<file path="src/rtl/drive_sequencer.sv">
// rtl/drive_sequencer.sv - mode debounce, duty targets, slew ramp and line-loss recovery for two motor channels
module drive_sequencer #(
    parameter int TICK_DIV     = 25000,
    parameter int STEP         = 64,
    parameter int CRUISE       = 800,
    parameter int SHARP        = 1000,
    parameter int SEARCH_DUTY  = 600,
    parameter int FILT         = 4,
    parameter int HOLD_TICKS   = 200,
    parameter int SEARCH_TICKS = 1500
) (
    input  logic       clk,
    input  logic       reset,
    input  logic       enable,
    input  logic [2:0] mode,
    output logic [9:0] left_duty,
    output logic [9:0] right_duty,
    output logic [1:0] state,
    output logic       lost
);

    typedef enum logic [1:0] {
        ST_RUN    = 2'b00,
        ST_HOLD   = 2'b01,
        ST_SEARCH = 2'b10,
        ST_HALT   = 2'b11
    } state_t;

    localparam int TW    = $clog2(TICK_DIV + 1);
    localparam int FW    = $clog2(FILT + 1);
    localparam int LMAX  = (HOLD_TICKS > SEARCH_TICKS) ? HOLD_TICKS : SEARCH_TICKS;
    localparam int LW    = $clog2(LMAX + 2);

    localparam logic [9:0]        CRUISE_D = 10'(CRUISE);
    localparam logic [9:0]        SHARP_D  = 10'(SHARP);
    localparam logic [9:0]        SRCH_D   = 10'(SEARCH_DUTY);
    localparam logic [9:0]        STEP_D   = 10'(STEP);
    localparam logic signed [10:0] STEP_S  = 11'(STEP);

    state_t          cur_state;
    state_t          nxt_state;
    logic [2:0]      prev_mode;
    logic [2:0]      fmode;
    logic [FW-1:0]   stable_cnt;
    logic [TW-1:0]   tick_cnt;
    logic            tick;
    logic [LW-1:0]   lost_cnt;
    logic [LW-1:0]   nxt_lost_cnt;
    logic [LW-1:0]   lost_inc;
    logic            mode_valid;
    logic [9:0]      tbl_l;
    logic [9:0]      tbl_r;
    logic [9:0]      run_l;
    logic [9:0]      run_r;
    logic            last_dir;
    logic [9:0]      tgt_l;
    logic [9:0]      tgt_r;

    // Duty pair requested by a decoded mode, packed {left, right}; 000 means the line is gone.
    function automatic logic [19:0] mode_targets(input logic [2:0] m);
        case (m)
            3'b010, 3'b101, 3'b111: mode_targets = {CRUISE_D, CRUISE_D};
            3'b110:                 mode_targets = {10'd0, CRUISE_D};
            3'b011:                 mode_targets = {CRUISE_D, 10'd0};
            3'b001:                 mode_targets = {10'd0, SHARP_D};
            3'b100:                 mode_targets = {SHARP_D, 10'd0};
            default:                mode_targets = {10'd0, 10'd0};
        endcase
    endfunction

    // One slew step toward the target, snapping when within STEP so it never overshoots.
    function automatic logic [9:0] ramp(input logic [9:0] d, input logic [9:0] t);
        logic signed [10:0] diff;
        diff = $signed({1'b0, t}) - $signed({1'b0, d});
        if (diff > STEP_S)
            ramp = d + STEP_D;
        else if (diff < -STEP_S)
            ramp = d - STEP_D;
        else
            ramp = t;
    endfunction

    assign mode_valid     = (fmode != 3'b000);
    assign {tbl_l, tbl_r} = mode_targets(fmode);
    assign tick           = (tick_cnt == TW'(TICK_DIV - 1));
    assign lost_inc       = lost_cnt + 1'b1;
    assign state          = cur_state;

    // Accept a raw mode only after it has matched the previous sample FILT times in a row.
    always_ff @(posedge clk or posedge reset) begin
        if (reset) begin
            prev_mode  <= 3'b000;
            stable_cnt <= '0;
            fmode      <= 3'b000;
        end else begin
            prev_mode <= mode;
            if (mode != prev_mode) begin
                stable_cnt <= '0;
            end else begin
                if (stable_cnt != FW'(FILT))
                    stable_cnt <= stable_cnt + 1'b1;
                if (stable_cnt >= FW'(FILT - 1))
                    fmode <= mode;
            end
        end
    end

    // Free-running ramp/timeout prescaler; tick fires on the wrap cycle.
    always_ff @(posedge clk or posedge reset) begin
        if (reset)
            tick_cnt <= '0;
        else if (tick)
            tick_cnt <= '0;
        else
            tick_cnt <= tick_cnt + 1'b1;
    end

    // Next state, timeout counter and the targets of the state being entered.
    always_comb begin
        nxt_state    = cur_state;
        nxt_lost_cnt = lost_cnt;
        tgt_l        = 10'd0;
        tgt_r        = 10'd0;
        if (!enable) begin
            nxt_state    = ST_HALT;
            nxt_lost_cnt = '0;
        end else begin
            case (cur_state)
                ST_RUN: begin
                    if (!mode_valid) begin
                        nxt_state    = ST_HOLD;
                        nxt_lost_cnt = '0;
                    end
                end
                ST_HOLD: begin
                    if (mode_valid) begin
                        nxt_state    = ST_RUN;
                        nxt_lost_cnt = '0;
                    end else if (tick) begin
                        if (lost_inc == LW'(HOLD_TICKS)) begin
                            nxt_state    = ST_SEARCH;
                            nxt_lost_cnt = '0;
                        end else begin
                            nxt_lost_cnt = lost_inc;
                        end
                    end
                end
                ST_SEARCH: begin
                    if (mode_valid) begin
                        nxt_state    = ST_RUN;
                        nxt_lost_cnt = '0;
                    end else if (tick) begin
                        if (lost_inc == LW'(SEARCH_TICKS)) begin
                            nxt_state    = ST_HALT;
                            nxt_lost_cnt = '0;
                        end else begin
                            nxt_lost_cnt = lost_inc;
                        end
                    end
                end
                default: begin
                    nxt_lost_cnt = '0;
                    if (mode_valid)
                        nxt_state = ST_RUN;
                end
            endcase
        end
        case (nxt_state)
            ST_RUN: begin
                tgt_l = tbl_l;
                tgt_r = tbl_r;
            end
            ST_HOLD: begin
                tgt_l = run_l;
                tgt_r = run_r;
            end
            ST_SEARCH: begin
                tgt_l = last_dir ? SRCH_D : 10'd0;
                tgt_r = last_dir ? 10'd0 : SRCH_D;
            end
            default: begin
                tgt_l = 10'd0;
                tgt_r = 10'd0;
            end
        endcase
    end

    // State register plus the registered lost flag that moves with it.
    always_ff @(posedge clk or posedge reset) begin
        if (reset) begin
            cur_state <= ST_HALT;
            lost_cnt  <= '0;
            lost      <= 1'b0;
        end else begin
            cur_state <= nxt_state;
            lost_cnt  <= nxt_lost_cnt;
            lost      <= (nxt_state == ST_HOLD) || (nxt_state == ST_SEARCH);
        end
    end

    // Remember the RUN targets for HOLD and which side the line was last seen on for SEARCH.
    always_ff @(posedge clk or posedge reset) begin
        if (reset) begin
            run_l    <= 10'd0;
            run_r    <= 10'd0;
            last_dir <= 1'b0;
        end else if (enable && nxt_state == ST_RUN) begin
            run_l <= tbl_l;
            run_r <= tbl_r;
            if (tbl_l > tbl_r)
                last_dir <= 1'b1;
            else if (tbl_l < tbl_r)
                last_dir <= 1'b0;
        end
    end

    // Duties move only on a tick, except the immediate emergency-stop force to zero.
    always_ff @(posedge clk or posedge reset) begin
        if (reset) begin
            left_duty  <= 10'd0;
            right_duty <= 10'd0;
        end else if (!enable) begin
            left_duty  <= 10'd0;
            right_duty <= 10'd0;
        end else if (tick) begin
            left_duty  <= ramp(left_duty, tgt_l);
            right_duty <= ramp(right_duty, tgt_r);
        end
    end

endmodule

</file>
<file path="config.mk">
export PLATFORM = sky130hd
export DESIGN_NAME = drive_sequencer
export DESIGN_NICKNAME = d
export VERILOG_FILES = /design/src/rtl/drive_sequencer.sv
export SDC_FILE = /design/constraint.sdc
export NUM_CORES = 1
export LEC_CHECK = 0
export ABC_AREA = 0
export ABC_CLOCK_PERIOD_IN_PS = 6700
export BUFFER_PORTS_ARGS = -buffer_cell sky130_fd_sc_hd__buf_2
export CAP_MARGIN = 20
export CORE_ASPECT_RATIO = 2
export CORE_UTILIZATION = 50
export DETAILED_ROUTE_END_ITERATION = 10
export GPL_ROUTABILITY_DRIVEN = 1
export PLACE_DENSITY = 0.68
export REMOVE_ABC_BUFFERS = 1
export SLEW_MARGIN = 20
export SYNTH_ARGS = -nofsm -noshare
export SYNTH_HDL_FRONTEND = slang
export SYNTH_SLANG_ARGS = --single-unit
</file>
<file path="constraint.sdc">
create_clock -name clk -period 6.7 [get_ports clk]
set_clock_uncertainty 0.2 [all_clocks]
set_input_delay 1.005 -clock clk [delete_from_list [all_inputs] [get_ports clk]]
set_output_delay 1.005 -clock clk [all_outputs]
set_load 0.05 [all_outputs]
</file>
# After elaboration in Yosys (flattened, before gate mapping)
# Index checks and enable logic that the tools add are counted.
# word_totals
ff_bits	79
inputBits	6
word_cells	97
# op_classes
add_sub_neg	9
magnitude_cmp	7
eq_ne	20
muxes	37
bitwise	1
n_reduce_logical	11
# ops
cell	n
10-bit two-way mux	10
20-bit case mux with 5 select lines	1
11-bit two-way mux	8
10-bit case mux with 3 select lines	2
11-bit case mux with 3 select lines	1
11-bit by 8-bit greater-than comparator with 1-bit output (second input constant)	2
11-bit by 7-bit less-than comparator with 1-bit output (second input constant)	2
10-bit by 10-bit subtractor with 11-bit output	2
10-bit by 7-bit adder with 10-bit output (second input constant)	2
10-bit by 7-bit subtractor with 10-bit output (second input constant)	2
2-bit two-way mux	9
15-bit by 1-bit adder with 15-bit output (second input constant)	1
15-bit == test (second input constant)	1
15-bit two-way mux	1
3-bit == test (second input constant)	4
11-bit by 1-bit adder with 11-bit output (second input constant)	1
11-bit == test (second input constant)	1
11-bit by 8-bit == test with 1-bit output (second input constant)	1
10-bit greater-than comparator	1
10-bit less-than comparator	1
4-bit != test (second input constant)	2
3-bit by 2-bit == test with 1-bit output (second input constant)	2
3-bit two-way mux	2
3-bit != test (second input constant)	2
other kinds (18)	24

# Longest topological paths before layout
# Gate-level depths: netlist of run 1.
# logic_depth
word_depth	15
mapped_depth	24
ltp_nobuf	23

# Worst setup path before layout of run 1
# OpenSTA, ideal clock, no wires.
# synth_path
path_kind	register -> register
startpoint	reg lost_cnt[0]
endpoint	reg right_duty[7]
setup_ns	0.107
arrival_ns	5.302
required_time_ns	6.393
slack_ns	1.092
stages_incl_launch_ff	25
n_path_buf	1
period_less_slack_ns	5.608
path_cell_list	dfrtp_1 -> ha_1 -> nand2_1 -> or3_4 -> a2111oi_4 -> and4_1 -> and4_1 -> a311oi_1 -> o211ai_2 -> inv_2 -> ha_1 -> a32oi_1 -> nor2_1 -> nor2_1 -> inv_1 -> ha_1 -> o211a_1 -> or2_1 -> buf_6 -> a311oi_2 -> nand3_1 -> o21ai_1 -> a21o_1 -> mux2_4 -> a2111oi_4
# synth_between
elab_chain_cells	15
elab_cells_between_ends	22
# synth_rtl
item	line_no	rtl
from (decl)	47	logic [LW-1:0] lost_cnt;
from (signal assigned)	196	lost_cnt <= nxt_lost_cnt;
11-bit by 1-bit adder with 11-bit output (*)	86	assign lost_inc = lost_cnt + 1'b1;
11-bit == test or 11-bit by 8-bit == test with 1-bit output (tied branches)	153, 140	
2-bit two-way mux (on tied branches)	153, 140	
2-bit two-way mux (on tied branches)	152, 139	
2-bit two-way mux (on tied branches)	149, 136	
2-bit case mux with 3 select lines (*)	128	case (cur_state)
2-bit two-way mux (*)	124	if (!enable) begin
named net nxt_state[1]	41	state_t nxt_state;
2-bit == test, or another cell as far along	168	case (nxt_state)
10-bit case mux with 3 select lines (*)	168	
10-bit by 10-bit subtractor with 11-bit output	74	diff = $signed({1'b0, t}) - $signed({1'b0, d});
11-bit by 7-bit less-than comparator with 1-bit output	77	else if (diff < -STEP_S)
10-bit two-way mux	77	
10-bit two-way mux (*)	75	if (diff > STEP_S)
10-bit two-way mux (*)	225	end else if (tick) begin
10-bit two-way mux (*)	222	end else if (!enable) begin
to (signal assigned)	227	right_duty <= ramp(right_duty, tgt_r);
to (decl)	17	output logic [9:0] right_duty,
# Mark *: on every way through the listed nets, which the timed path passes. The rest lies on a longest branch. The select of a mux whose other input is x is not followed.
# A chain may end at the register's enable or synchronous reset.

# Worst setup path after layout of run 1
# Same ends and word-level chain as after synthesis.

==> flow_summary.ini, run 1 <==
[floorplan]
die_y_um = 136
die_w_um = 69.0
rows = 48
io_pins = 29
start_util = 0.519
die_area_um2 = 9380
fp.coreArea_um2 = 8650

[finish]
final_cell_mix = 55 x dfrtp_1, 47 x nor2_1, 38 x nand2_1, 35 x inv_1, 35 x ha_1
fin_nets = 570
final_common_cell = dfrtp_1
final_area_um2 = 5020
drive_gt1_frac = 0.144
n_antenna_cell = 0
areaGrowthSynthToFinish_pct = 12.0

[synth]
syn_area_um2 = 4490
syn_inst = 505
synth-seq-cells = 57
avgSynthCellArea_um2 = 8.88
synth_seq_area_share = 0.318
ys.flop_type = dfrtp_1
ys_types = 84
synth-edff-count = 0
async_reset_ff_frac = 1.00
yosys_warnings = 0

[route]
drt_first_pass_iters = 4
drc = 0
ant_nets = 0
routed_wl_um = 10300
viasPerCell = 6.11
wl_per_cell_um = 16.2
vias = 3875
drt_iter0_drc = 139

[critical_path]
required_ns = 6.73
critPathCaptureType = flop
path_cells = ha_1, nand2_1, or3_4, a2111oi_4, and4_1, and4_1, a311oi_1, o211ai_2, inv_2, ha_1, a32oi_1, nor2_1, nor2_1, inv_1, ha_1, o211a_1, or2_1, a311oi_2, nand3_1, o21ai_1, a21o_1, mux2_4, a2111oi_4
slowest_delay_ns = 0.41
cp_num_cells = 23
path_class = reg2reg
r2r_cells = 23
crit_slowest_cell = dfrtp_1
crit_fanout = 7
cp.arrival_ns = 6.33
cp.buffers_inverters = 2
cp_common_cell = ha_1
worst_path_dominant_cell_family = compound AO/OA/AOI/OAI gates
cp-start-kind = flop

[timing]
worst_pin_slew_ns = 0.735
rsz0062_at_grt = false
slew_viol_final = 0
fin_setup_tns_ns = 0
final-hold-violation-count = 0
finalSetupViolCount = 0
timing.slew.headroom = 0.510
fin_crit_sh = 0.940
fmaxAchievable_ghz = 0.159
setup_slack_ns = 0.402
whs_ns = 0.284
fin_crit_ns = 6.30

[clock_network]
cts_tree = built
worstSkewPairLatency_ns = 0.33
cts_buffer_depth = 2
clock-sinks = 57
path_clk_slew_ns = 0.05
ctsHtreeMaxLevel = 3
cts_made_buffers = 9
cts-root-buf = clkbuf_16
hold_buffers = 0

[placement]
placed_area_um2 = 4680
numPortBuffers = 22
pre_cts_ws_ns = 0.478
place_hpwl_um = 7710
gp_congestion = 1.04

[worst_hold_path]
hold_depth = 1
holdCritPathClass = reg2reg

[outcome]
status = completed

[global_route]
track_usage = 0.240
grt_max_degree = 58
grt_pass1_vias = 3804
grt.overflow.total = 0
grt_pass1_wl_um = 16800
antenna_found_initial = 0

[flow_run]
max_cap_viol_count = 0

[power_and_ir_drop]
power_w = 0.00164
vdd_drop_max_v = 0.000168
p_leak_nw = 2.22
power_density_nw_per_um2 = 326
[power by group]
part / leakage, nW / switching [W] / internal, W
Clock: 0.162 / 0.000163 / 0.000362
Combinational: 1.29 / 0.000446 / 0.000273
Sequential: 0.762 / 0.0000237 / 0.000370
Total: 2.22 / 0.000632 / 0.00101
[layer usage]
layer | global-route usage | share of wire | vias to the layer above
met4 | 0.122 | 0.035 | 0
met5 | 0 | 0 | -
met2 | 0.442 | 0.56 | 90
met3 | 0.0419 | 0.031 | 30
li1 | - | - | 1879
met1 | 0.242 | 0.38 | 1876
[metrics by stage]
stage,utilization,std cells
2_1_floorplan,-,491
3_5_place_dp,0.541,618
5_1_grt,0.581,634
4_1_cts,0.580,634
6_report,0.581,634
3_3_place_gp,0.541,618
[area by class of cell]
class | instances | area (µm²)
Timing Repair Buffer | 27 | 148
Inverter | 38 | 143
Fill cell | 745 | 3620
Multi-Input combinational cell | 396 | 2840
Tap cell | 100 | 125
Clock inverter | 7 | 119
Sequential cell | 57 | 1430
Clock buffer | 9 | 225
[cells by family (layout without fill, tap and decap cells)]
family / count (synthesis) / after routing / synth area share
AND/OR/NAND/NOR: 183 / 183 / 0.206
AO/OA/AOI/OAI: 129 / 129 / 0.232
flip-flops: 57 / 57 / 0.318
buffers and inverters: 57 / 81 / 0.0547
adder cells (fa/ha/maj): 35 / 35 / 0.0976
XOR/XNOR: 29 / 29 / 0.0566
multiplexers: 14 / 14 / 0.0335
other: 1 / 6 / 0.000836
[worst reg2reg max path: stages (launching register included)]
cell	delay, ns
dfrtp_1	0.41
ha_1	0.23
nand2_1	0.15
or3_4	0.38
a2111oi_4	0.39
and4_1	0.34
and4_1	0.27
a311oi_1	0.08
o211ai_2	0.28
inv_2	0.06
ha_1	0.23
a32oi_1	0.26
nor2_1	0.11
nor2_1	0.21
inv_1	0.11
ha_1	0.33
o211a_1	0.25
or2_1	0.35
a311oi_2	0.41
nand3_1	0.16
o21ai_1	0.17
a21o_1	0.20
mux2_4	0.33
a2111oi_4	0.30
[synthesized netlist by cell type (all sizes together), types with 3 or more instances]
library cell,count,area share
nand2b,3,0.0042
nand4,5,0.0070
nor2b,9,0.013
o31a,4,0.0078
a22o,8,0.016
or2,7,0.0098
o21ai,23,0.026
ha,35,0.098
mux2,5,0.013
a21o,5,0.0084
or3,9,0.014
and2,4,0.0056
xor2,14,0.027
nor2,48,0.041
and4,4,0.0078
dfrtp,55,0.31
mux2i,9,0.020
a2111oi,3,0.018
clkbuf,9,0.0075
nor4,5,0.0084
o211ai,4,0.0078
o21a,3,0.0050
a211oi,7,0.013
buf,10,0.015
o31ai,6,0.010
xnor2,15,0.029
a31oi,8,0.011
inv,37,0.031
a32oi,4,0.0078
nor3,18,0.021
nand3,25,0.030
nand2,38,0.032
a21oi,18,0.022
a22oi,4,0.0078
[what timing repair did]
| item | CTS | global route |
|---|---|---|
| setup buffers | 0 | 0 |
| gates resized for setup | 0 | 1 |
| setup endpoints to repair | 0 | 1 |
[sequential cells by signal, indices dropped and copies added (netlist names), 2 cells and up]
register / flops
left_duty: 7
tick_cnt: 15
state: 2
right_duty: 7
fmode: 3
lost_cnt: 11
run_l: 2
run_r: 2
prev_mode: 3
stable_cnt: 3
[final timing paths]
path / from / endpoint / slack [ns]
setup / recovery: lost_cnt[0] / right_duty[7] / 0.40
hold / removal: tick_cnt[0] / tick_cnt[0] / 0.28
setup reg to reg: lost_cnt[0] / right_duty[7] / 0.40
hold reg to reg: tick_cnt[0] / tick_cnt[0] / 0.28
max in group asynchronous: reset / run_l[7] / 5.13
min in group asynchronous: reset / left_duty[5] / 0.68
Power figures use the tool's default switching activity.
==> inputs of run 2 (changes only) <==
- CORE_ASPECT_RATIO: 2 -> 0.8
==> flow_summary.ini, run 2 (synthesized netlist as in run 1, its figures left out) <==
[outcome]
status = completed

[finish]
drive_gt1_frac = 0.140
final_area_um2 = 4910
final_common_cell = dfrtp_1
top_register = tick_cnt
largest_reg_flops = 15
areaGrowthSynthToFinish_pct = 9.34
top_regs = tick_cnt x15, lost_cnt x11
n_antenna_cell = 0
nFillCells = 776
stdcell_count = 646
fin_nets = 570
final_cell_mix = 55 x dfrtp_1, 47 x nor2_1, 38 x nand2_1, 35 x inv_1, 35 x ha_1

[global_route]
antenna_found_initial = 0
grt.overflow.total = 0
grt_pass1_wl_um = 16000
grt.met2_usage = 0.330
grt_pass1_vias = 3421
gr-max-usage-layer = met2
track_usage = 0.219
grt_max_degree = 58
grt_use_met3 = 0.0534
met1_usage = 0.308

[placement]
place_inst = 630
numPortBuffers = 22
place_hpwl_um = 6850
gp_congestion = 0.947
placed_area_um2 = 4690

[timing]
final-hold-violation-count = 0
rsz0062_at_grt = false
fin_setup_tns_ns = 0
fmaxAchievable_ghz = 0.162
timing.slew.headroom = 0.534
slew_viol_final = 0
worst_pin_slew_ns = 0.698
fin_crit_ns = 6.19
fin_crit_sh = 0.923
finalSetupViolCount = 0

[clock_network]
clock-sinks = 57
cts_made_buffers = 9
path_clk_slew_ns = 0.06
worstSkewPairLatency_ns = 0.34
cts_tree = built
post_cts_buffers = 0
cts_buffer_depth = 2
cts-root-buf = clkbuf_8
ctsHtreeMaxLevel = 3

[worst_hold_path]
holdCritPathClass = reg2reg

[route]
drt_iter0_drc = 249
routed_wl_um = 9330
ant_nets = 0
drc = 0
drt_first_pass_iters = 6
wl_per_cell_um = 14.4
vias = 3792
viasPerCell = 5.87

[floorplan]
start_util = 0.522
fp.coreArea_um2 = 8600
die_y_um = 86.7
rows = 30
die_w_um = 108
io_pins = 29
die_area_um2 = 9360

[critical_path]
crit_fanout = 7
r2r_setup_slack_ns = 0.51
cp-start-kind = flop
cp.arrival_ns = 6.22
path_class = reg2reg
critPathCaptureType = flop
required_ns = 6.74

[power_and_ir_drop]
power_density_nw_per_um2 = 293
vdd_drop_max_v = 0.000146
p_leak_nw = 2.16

[flow_run]
max_cap_viol_count = 0
## run 2: final timing paths
kind	startpoint	end	depth (start not counted)
worst min register to register	tick_cnt[0]	tick_cnt[0]	1
max in group asynchronous	reset	stable_cnt[2]	3
worst min-delay path	tick_cnt[0]	tick_cnt[0]	1
worst max register to register	lost_cnt[0]	right_duty[7]	23
worst max-delay path	lost_cnt[0]	right_duty[7]	23
min in group asynchronous	reset	tick_cnt[11]	3
## run 2: through the flow
stage	power (W)	hold WS, ns	utilization	worst slack (ns)
2_1_floorplan	0.000965	0.233	-	1.10
3_3_place_gp	0.00109	0.255	0.546	0.758
3_5_place_dp	0.00110	0.262	0.546	0.518
4_1_cts	0.00143	0.270	0.569	0.497
5_1_grt	0.00154	0.315	0.571	0.00626
6_report	0.00144	0.265	0.571	0.514
## run 2: power breakdown
| part | leakage (nW) | internal (W) | total [W] | switching, W |
|---|---|---|---|---|
| clock | 0.103 | 0.000191 | 0.000325 | 0.000134 |
| sequential | 0.762 | 0.000370 | 0.000394 | 0.0000238 |
| combinational | 1.29 | 0.000278 | 0.000717 | 0.000440 |
## run 2: what timing repair did
item                                    4_1_cts  5_1_grt
endpoints found under the setup margin        0        4
gates resized for setup                       0        2
hold buffers                                  0        0
## run 2: cell type report
cell class                      instances  area, µm²  share of cell area
Multi-Input combinational cell        396       2850               0.580
Sequential cell                        57       1430               0.291
Clock buffer                           13        159              0.0324
Timing Repair Buffer                   27        148              0.0301
Inverter                               38        143              0.0291
Tap cell                              112        140              0.0286
Clock inverter                          3       40.0             0.00816
## run 2: layer usage
metal,vias up,part of all wire
li1,1888,-
met1,1788,0.52
met2,101,0.42
met3,15,0.048
met4,0,0.015
met5,-,0
## run 2: worst max-delay path: stages, from the launching register on
cell and delay, ns:
dfrtp_1 0.40, ha_1 0.22, nand2_1 0.15, or3_4 0.39
a2111oi_4 0.36, and4_1 0.33, and4_1 0.26, a311oi_1 0.08
o211ai_2 0.27, inv_2 0.07, ha_1 0.24, a32oi_1 0.28
nor2_1 0.11, nor2_1 0.20, inv_1 0.11, ha_1 0.31
o211a_1 0.23, or2_1 0.36, a311oi_4 0.38, nand3_1 0.15
o21ai_1 0.15, a21o_1 0.21, mux2_4 0.33, a2111oi_4 0.30
